### config.mk
export PLATFORM = sky130hd
export DESIGN_NAME = smvm_group_scheduler
export DESIGN_NICKNAME = d
export VERILOG_FILES = /design/src/rtl/smvm_group_scheduler.sv
export SDC_FILE = /design/constraint.sdc
export NUM_CORES = 1
export LEC_CHECK = 0
export CORE_UTILIZATION = 45
export DETAILED_ROUTE_END_ITERATION = 8
export PLACE_DENSITY = 0.76
export SETUP_SLACK_MARGIN = 0.2
export SKIP_LAST_GASP = 1
export SLEW_MARGIN = 20
export SYNTH_ARGS = -nofsm -noshare
export SYNTH_HDL_FRONTEND = slang
export SYNTH_SLANG_ARGS = --single-unit
### constraint.sdc
create_clock -name clk -period 2.4 [get_ports clk]
set_clock_uncertainty 0.2 [all_clocks]
set_input_delay 0.36 -clock clk [delete_from_list [all_inputs] [get_ports clk]]
set_output_delay 0.36 -clock clk [all_outputs]
set_load 0.005 [all_outputs]
### src/rtl/smvm_group_scheduler.sv
// smvm_group_scheduler: packs streamed sparse-matrix elements into K-lane groups and issues them
// to the multiplier pipeline under credit flow control, pulsing done once every group has retired.
module smvm_group_scheduler #(
    parameter int K            = 4,
    parameter int VAL_W        = 8,
    parameter int COL_W        = 7,
    parameter int MAX_INFLIGHT = 4,
    parameter int CNT_W        = 16
) (
    input  logic               clk,
    input  logic               rst,
    input  logic               start,
    input  logic               elem_valid,
    output logic               elem_ready,
    input  logic [VAL_W-1:0]   elem_val,
    input  logic [COL_W-1:0]   elem_col,
    input  logic               elem_ipv,
    input  logic               elem_last,
    output logic               grp_valid,
    input  logic               grp_ready,
    output logic [K*VAL_W-1:0] grp_val,
    output logic [K*COL_W-1:0] grp_col,
    output logic [K-1:0]       grp_ipv,
    output logic [2:0]         grp_cnt,
    output logic               grp_last,
    input  logic               ret_valid,
    output logic               busy,
    output logic               done,
    output logic [CNT_W-1:0]   issued_cnt,
    output logic               err
);
    localparam int SLOT_W = $clog2(K);
    localparam int CR_W   = $clog2(MAX_INFLIGHT + 1);
    localparam logic [CR_W-1:0] CR_MAX = CR_W'(MAX_INFLIGHT);

    typedef enum logic [2:0] {IDLE, FILL, ISSUE, DRAIN, DONE} state_t;

    state_t            state, state_nxt;
    logic [SLOT_W-1:0] slot;
    logic [CR_W-1:0]   credits;
    logic              elem_hs, grp_hs, ret_ok;

    assign elem_hs = elem_valid && elem_ready;
    assign grp_hs  = grp_valid && grp_ready;
    assign ret_ok  = ret_valid && credits != CR_MAX;

    always_ff @(posedge clk)
        state <= rst ? IDLE : state_nxt;

    always_comb begin
        state_nxt = state;
        case (state)
            IDLE:    state_nxt = start ? FILL : IDLE;
            FILL:    state_nxt = (elem_hs && (slot == SLOT_W'(K - 1) || elem_last)) ? ISSUE : FILL;
            ISSUE:   state_nxt = grp_hs ? (grp_last ? DRAIN : FILL) : ISSUE;
            DRAIN:   state_nxt = (credits == CR_MAX) ? DONE : DRAIN;
            DONE:    state_nxt = IDLE;
            default: state_nxt = IDLE;
        endcase
    end

    always_comb begin
        elem_ready = state == FILL;
        grp_valid  = state == ISSUE && credits != '0;
        busy       = state != IDLE;
        done       = state == DONE;
    end

    // Payload is cleared on issue so unfilled lanes of the next group read as zero padding.
    always_ff @(posedge clk) begin
        if (rst) begin
            slot       <= '0;
            credits    <= CR_MAX;
            grp_val    <= '0;
            grp_col    <= '0;
            grp_ipv    <= '0;
            grp_cnt    <= '0;
            grp_last   <= 1'b0;
            issued_cnt <= '0;
            err        <= 1'b0;
        end else begin
            credits <= credits + CR_W'(ret_ok) - CR_W'(grp_hs);
            if (ret_valid && !ret_ok)
                err <= 1'b1;
            if (state == IDLE && start) begin
                slot       <= '0;
                issued_cnt <= '0;
                err        <= 1'b0;
            end
            if (elem_hs) begin
                grp_val[VAL_W*(K-1-int'(slot)) +: VAL_W] <= elem_val;
                grp_col[COL_W*(K-1-int'(slot)) +: COL_W] <= elem_col;
                grp_ipv[K-1-int'(slot)]                  <= elem_ipv;
                grp_cnt                                  <= 3'(int'(slot) + 1);
                grp_last                                 <= elem_last;
                slot                                     <= slot + SLOT_W'(1);
            end
            if (grp_hs) begin
                slot     <= '0;
                grp_val  <= '0;
                grp_col  <= '0;
                grp_ipv  <= '0;
                grp_cnt  <= '0;
                grp_last <= 1'b0;
                if (issued_cnt != '1)
                    issued_cnt <= issued_cnt + CNT_W'(1);
            end
        end
    end
endmodule

==> summary.md <==
| Metric | Value |
|---|---|
| Grt met2 use | 0.456 |
| WS Path Type | reg -> reg |
| Maximum number of pins on one net before global-route repair | 55 |
| Post-synthesis mux area share | 0.0285 |
| Synth top area share | 0.400 |
| Most common cell after layout, fill and taps aside | clkdlybuf4s50_1 |
| Vias in the first global route | 4619 |
| Reg clk slew, reported paths | about 0.10 ns |
| Worst path required time | 2.47 ns |
| Reg-to-reg slack, setup | ~0.18 ns |
| Post-Synth Adder-Cell Area | 0.0285 |
| Worst Path Arrival | 2.29 ns |
| Commonest non-fill, non-tap cells in the layout | clkdlybuf4s50_1, nand2_1, dfxtp_1, a21oi_1, nand3_1 |
| Antenna violations before repair | 0 |
| Core Area | 0.00991 mm2 |
| HP Class | reg -> reg |
| Final Max Slew Viols | 0 |
| Final period util | 0.927 |
| Initial Util | 0.470 |
| Global routing's busiest layer | met2 |
| Fin nets | 758 |
| Setup crit end kind | flop |
| Chip height | 104 um |
| Worst r2r src | state[0] |
| Total CTS buffers | 9 |
| Unrepaired setup endpoints after global routing | true |
| Startpoint Class | flop |
| Compound-Gate Fraction of Synth Area | 0.176 |
| Run status | complete, no violations |
| First-pass GRT wire length | between 20000 and 25000 um |
| Vias | 4995 |
| Fmax | 0.450 GHz |
| CTS root buf | clkbuf_8 |
| Slew @ Worst Pin | 0.537 ns |
| EDFF count, synth | 0 |
| Max_slew headroom | 0.641 |
| Final setup violation count | 0 |
| P per Cell Area | 493 mW/mm2 |
| Area leader, netlist | dfxtp_1 |
| Placer congestion estimate | 0.935 |
| Finished Layout Cells | 863 |
| N_diodes | 0 |
| Mapped Cells | approximately 590 |
| XOR/XNOR share of the synthesized area | 0.0188 |
| Placed cell area | 0.00621 mm2 |
| Worst hold margin | between 0.2 and 0.3 ns |
| WP buf/inv | 2 |
| I/O Pins | 112 |
| Inst Count DP | 838 |
| Top delay family on crit path | adder cells |
| Detail Route Antenna Nets | 0 |
| Final Cell Area | between 0.006 and 0.007 mm2 |
| Maximum VDD drop | roughly 340 uV |
| # DRC | 0 |
| Die X-Extent | 104 um |
| Dpl hpwl | around 11000 um |
| P_leak | 2.25 nW |
| # Max-Cap Violations | 0 |
| Area grow syn2layout | 41.4% |
| Cell Area, Synth | 0.00466 mm2 |
| Worst Hold Launch | grp_val[27] |
| CP max-delay cell | dfxtp_4 |
| Count of cell types in the netlist | 64 |
| Syn Area/Cell | roughly 7.8 um2 |
| Number of vias per cell | 5.79 |
| Post-synthesis net count | around 630 |
| Final total power | 3.25 mW |
| Worst skew pair latency | 0.37 ns |
| Num rows | 36 |
| Synth Register Bits | 93 |
| CTS tree | yes |
| GRT overflow | 0 |
| GR Util met3 | 0.0321 |
| Simple-gate share of the synthesized area | 0.297 |
| Post-synthesis async set-or-reset flop share | 0 |
| Number of buffers added on ports | 111 |
| Clock Sinks | between 90 and 100 |
| Layout cells sized above 1 | 0.159 |
| Starting DRT DRC Count | approximately 270 |
| Fin crit period | roughly 2.2 ns |
| Seq/Total Area, Yosys | 0.400 |
| Setup_tns | 0 ns |
| Grt met1 use | 0.336 |
| Crit path from | state[0] |
| Yosys warnings | 0 |
| DRT Pass-1 Iters | 5 |
| Max Fanout on Critical Path | 4 |
| Wirelength per Cell | between 15 and 20 um |
| Overall routed net length | around 15000 um |
| Clock Path Buffers | 2 |
| Die area | 0.0108 mm2 |
| Ranking of synthesized cells by area | dfxtp_1, a21oi_1, nand3_1 |
| Fin. Hold Viols | 0 |
| Tot GR Track Use | 0.263 |
| Largest family of logic cells by synthesized area | simple AND/OR/NAND/NOR gates |
| Main flop type after synthesis | dfxtp_1 |
| Crit-path cells | nor3b_4, o311ai_4, inv_2, ha_4, inv_2, ha_4, fa_2, xnor2_2, xnor2_1, nand2b_1 |
| Htree depth | 3 |
| Slowest cell delay on critical path | between 0.3 and 0.4 ns |
## flip-flops by register name, indices dropped and copies added, names as in the netlist
signal and flops:
grp_col 28, err 1, issued_cnt 16, grp_cnt 3, grp_ipv 4, state 3
grp_last 1, grp_val 32, slot 2, credits 3
## cell families (layout without fill, tap and decap cells)
group / count (synthesis) / after routing
simple gates: 274 / 275
buf+inv: 56 / 191
compound gates: 138 / 138
xor+xnor: 10 / 10
fa+ha+maj: 10 / 10
flops: 93 / 93
mux: 13 / 13
## area by class of cell
type,count,area (um2)
fill,868,3320
multi-input combinational,446,2740
sequential,93,1890
timing repair buffer,164,1560
tap,133,166
clock buffer,9,124
clock inverter,7,70.1
inverter,11,43.8
## metal layers
metal	vias up	part of all wire
li1	2389	-
met1	2381	0.44
met2	198	0.48
met3	27	0.056
met4	0	0.022
met5	-	0
## where the power goes
group	internal [mW]	switching, mW
clock	0.412	0.648
combinational	0.264	0.305
sequential	1.58	0.0387
total	2.25	0.991
## final timing paths
path | end | depth (start not counted)
hold reg to reg | grp_val[27] | 2
hold / removal | grp_val[27] | 2
setup reg to reg | credits[2] | 10
setup / recovery | credits[2] | 10
## cell usage after synthesis, types with 4 or more instances
cell	n
dfxtp_1	93
o22ai_1	4
inv_1	10
nor3_1	12
clkbuf_1	29
mux2i_1	11
or3_1	6
o21ai_0	21
nand4_1	14
buf_2	11
nand2_1	83
xnor2_1	8
and2_1	5
a31oi_1	7
ha_1	9
nand2b_1	10
nor2b_1	17
a21oi_1	73
nand3_1	68
nor2_1	32
nor4_1	5
a211oi_1	4
## worst reg2reg max path, stage by stage, from the launching register on
cell and delay [ns]:
dfxtp_4 0.38, nor3b_4 0.27, o311ai_4 0.14, inv_2 0.11
ha_4 0.13, inv_2 0.04, ha_4 0.14, fa_2 0.35
xnor2_2 0.14, xnor2_1 0.15, nand2b_1 0.07
## per-stage QoR
stage	utilization	setup slack [ns]
4_1_cts	0.654	0.136
3_3_place_gp	0.627	-0.0822
2_1_floorplan	-	-0.0384
3_5_place_dp	0.627	-0.133
6_report	0.665	0.176
5_1_grt	0.665	0.0852
## repair_timing
action,in CTS,in global routing
buffers inserted,5,3
hold buffers,0,0
resized for setup,15,22
pin swaps,4,10
gates cloned,0,1
endpoints found under the setup margin,17,32
(Power assumes the default switching activity.)
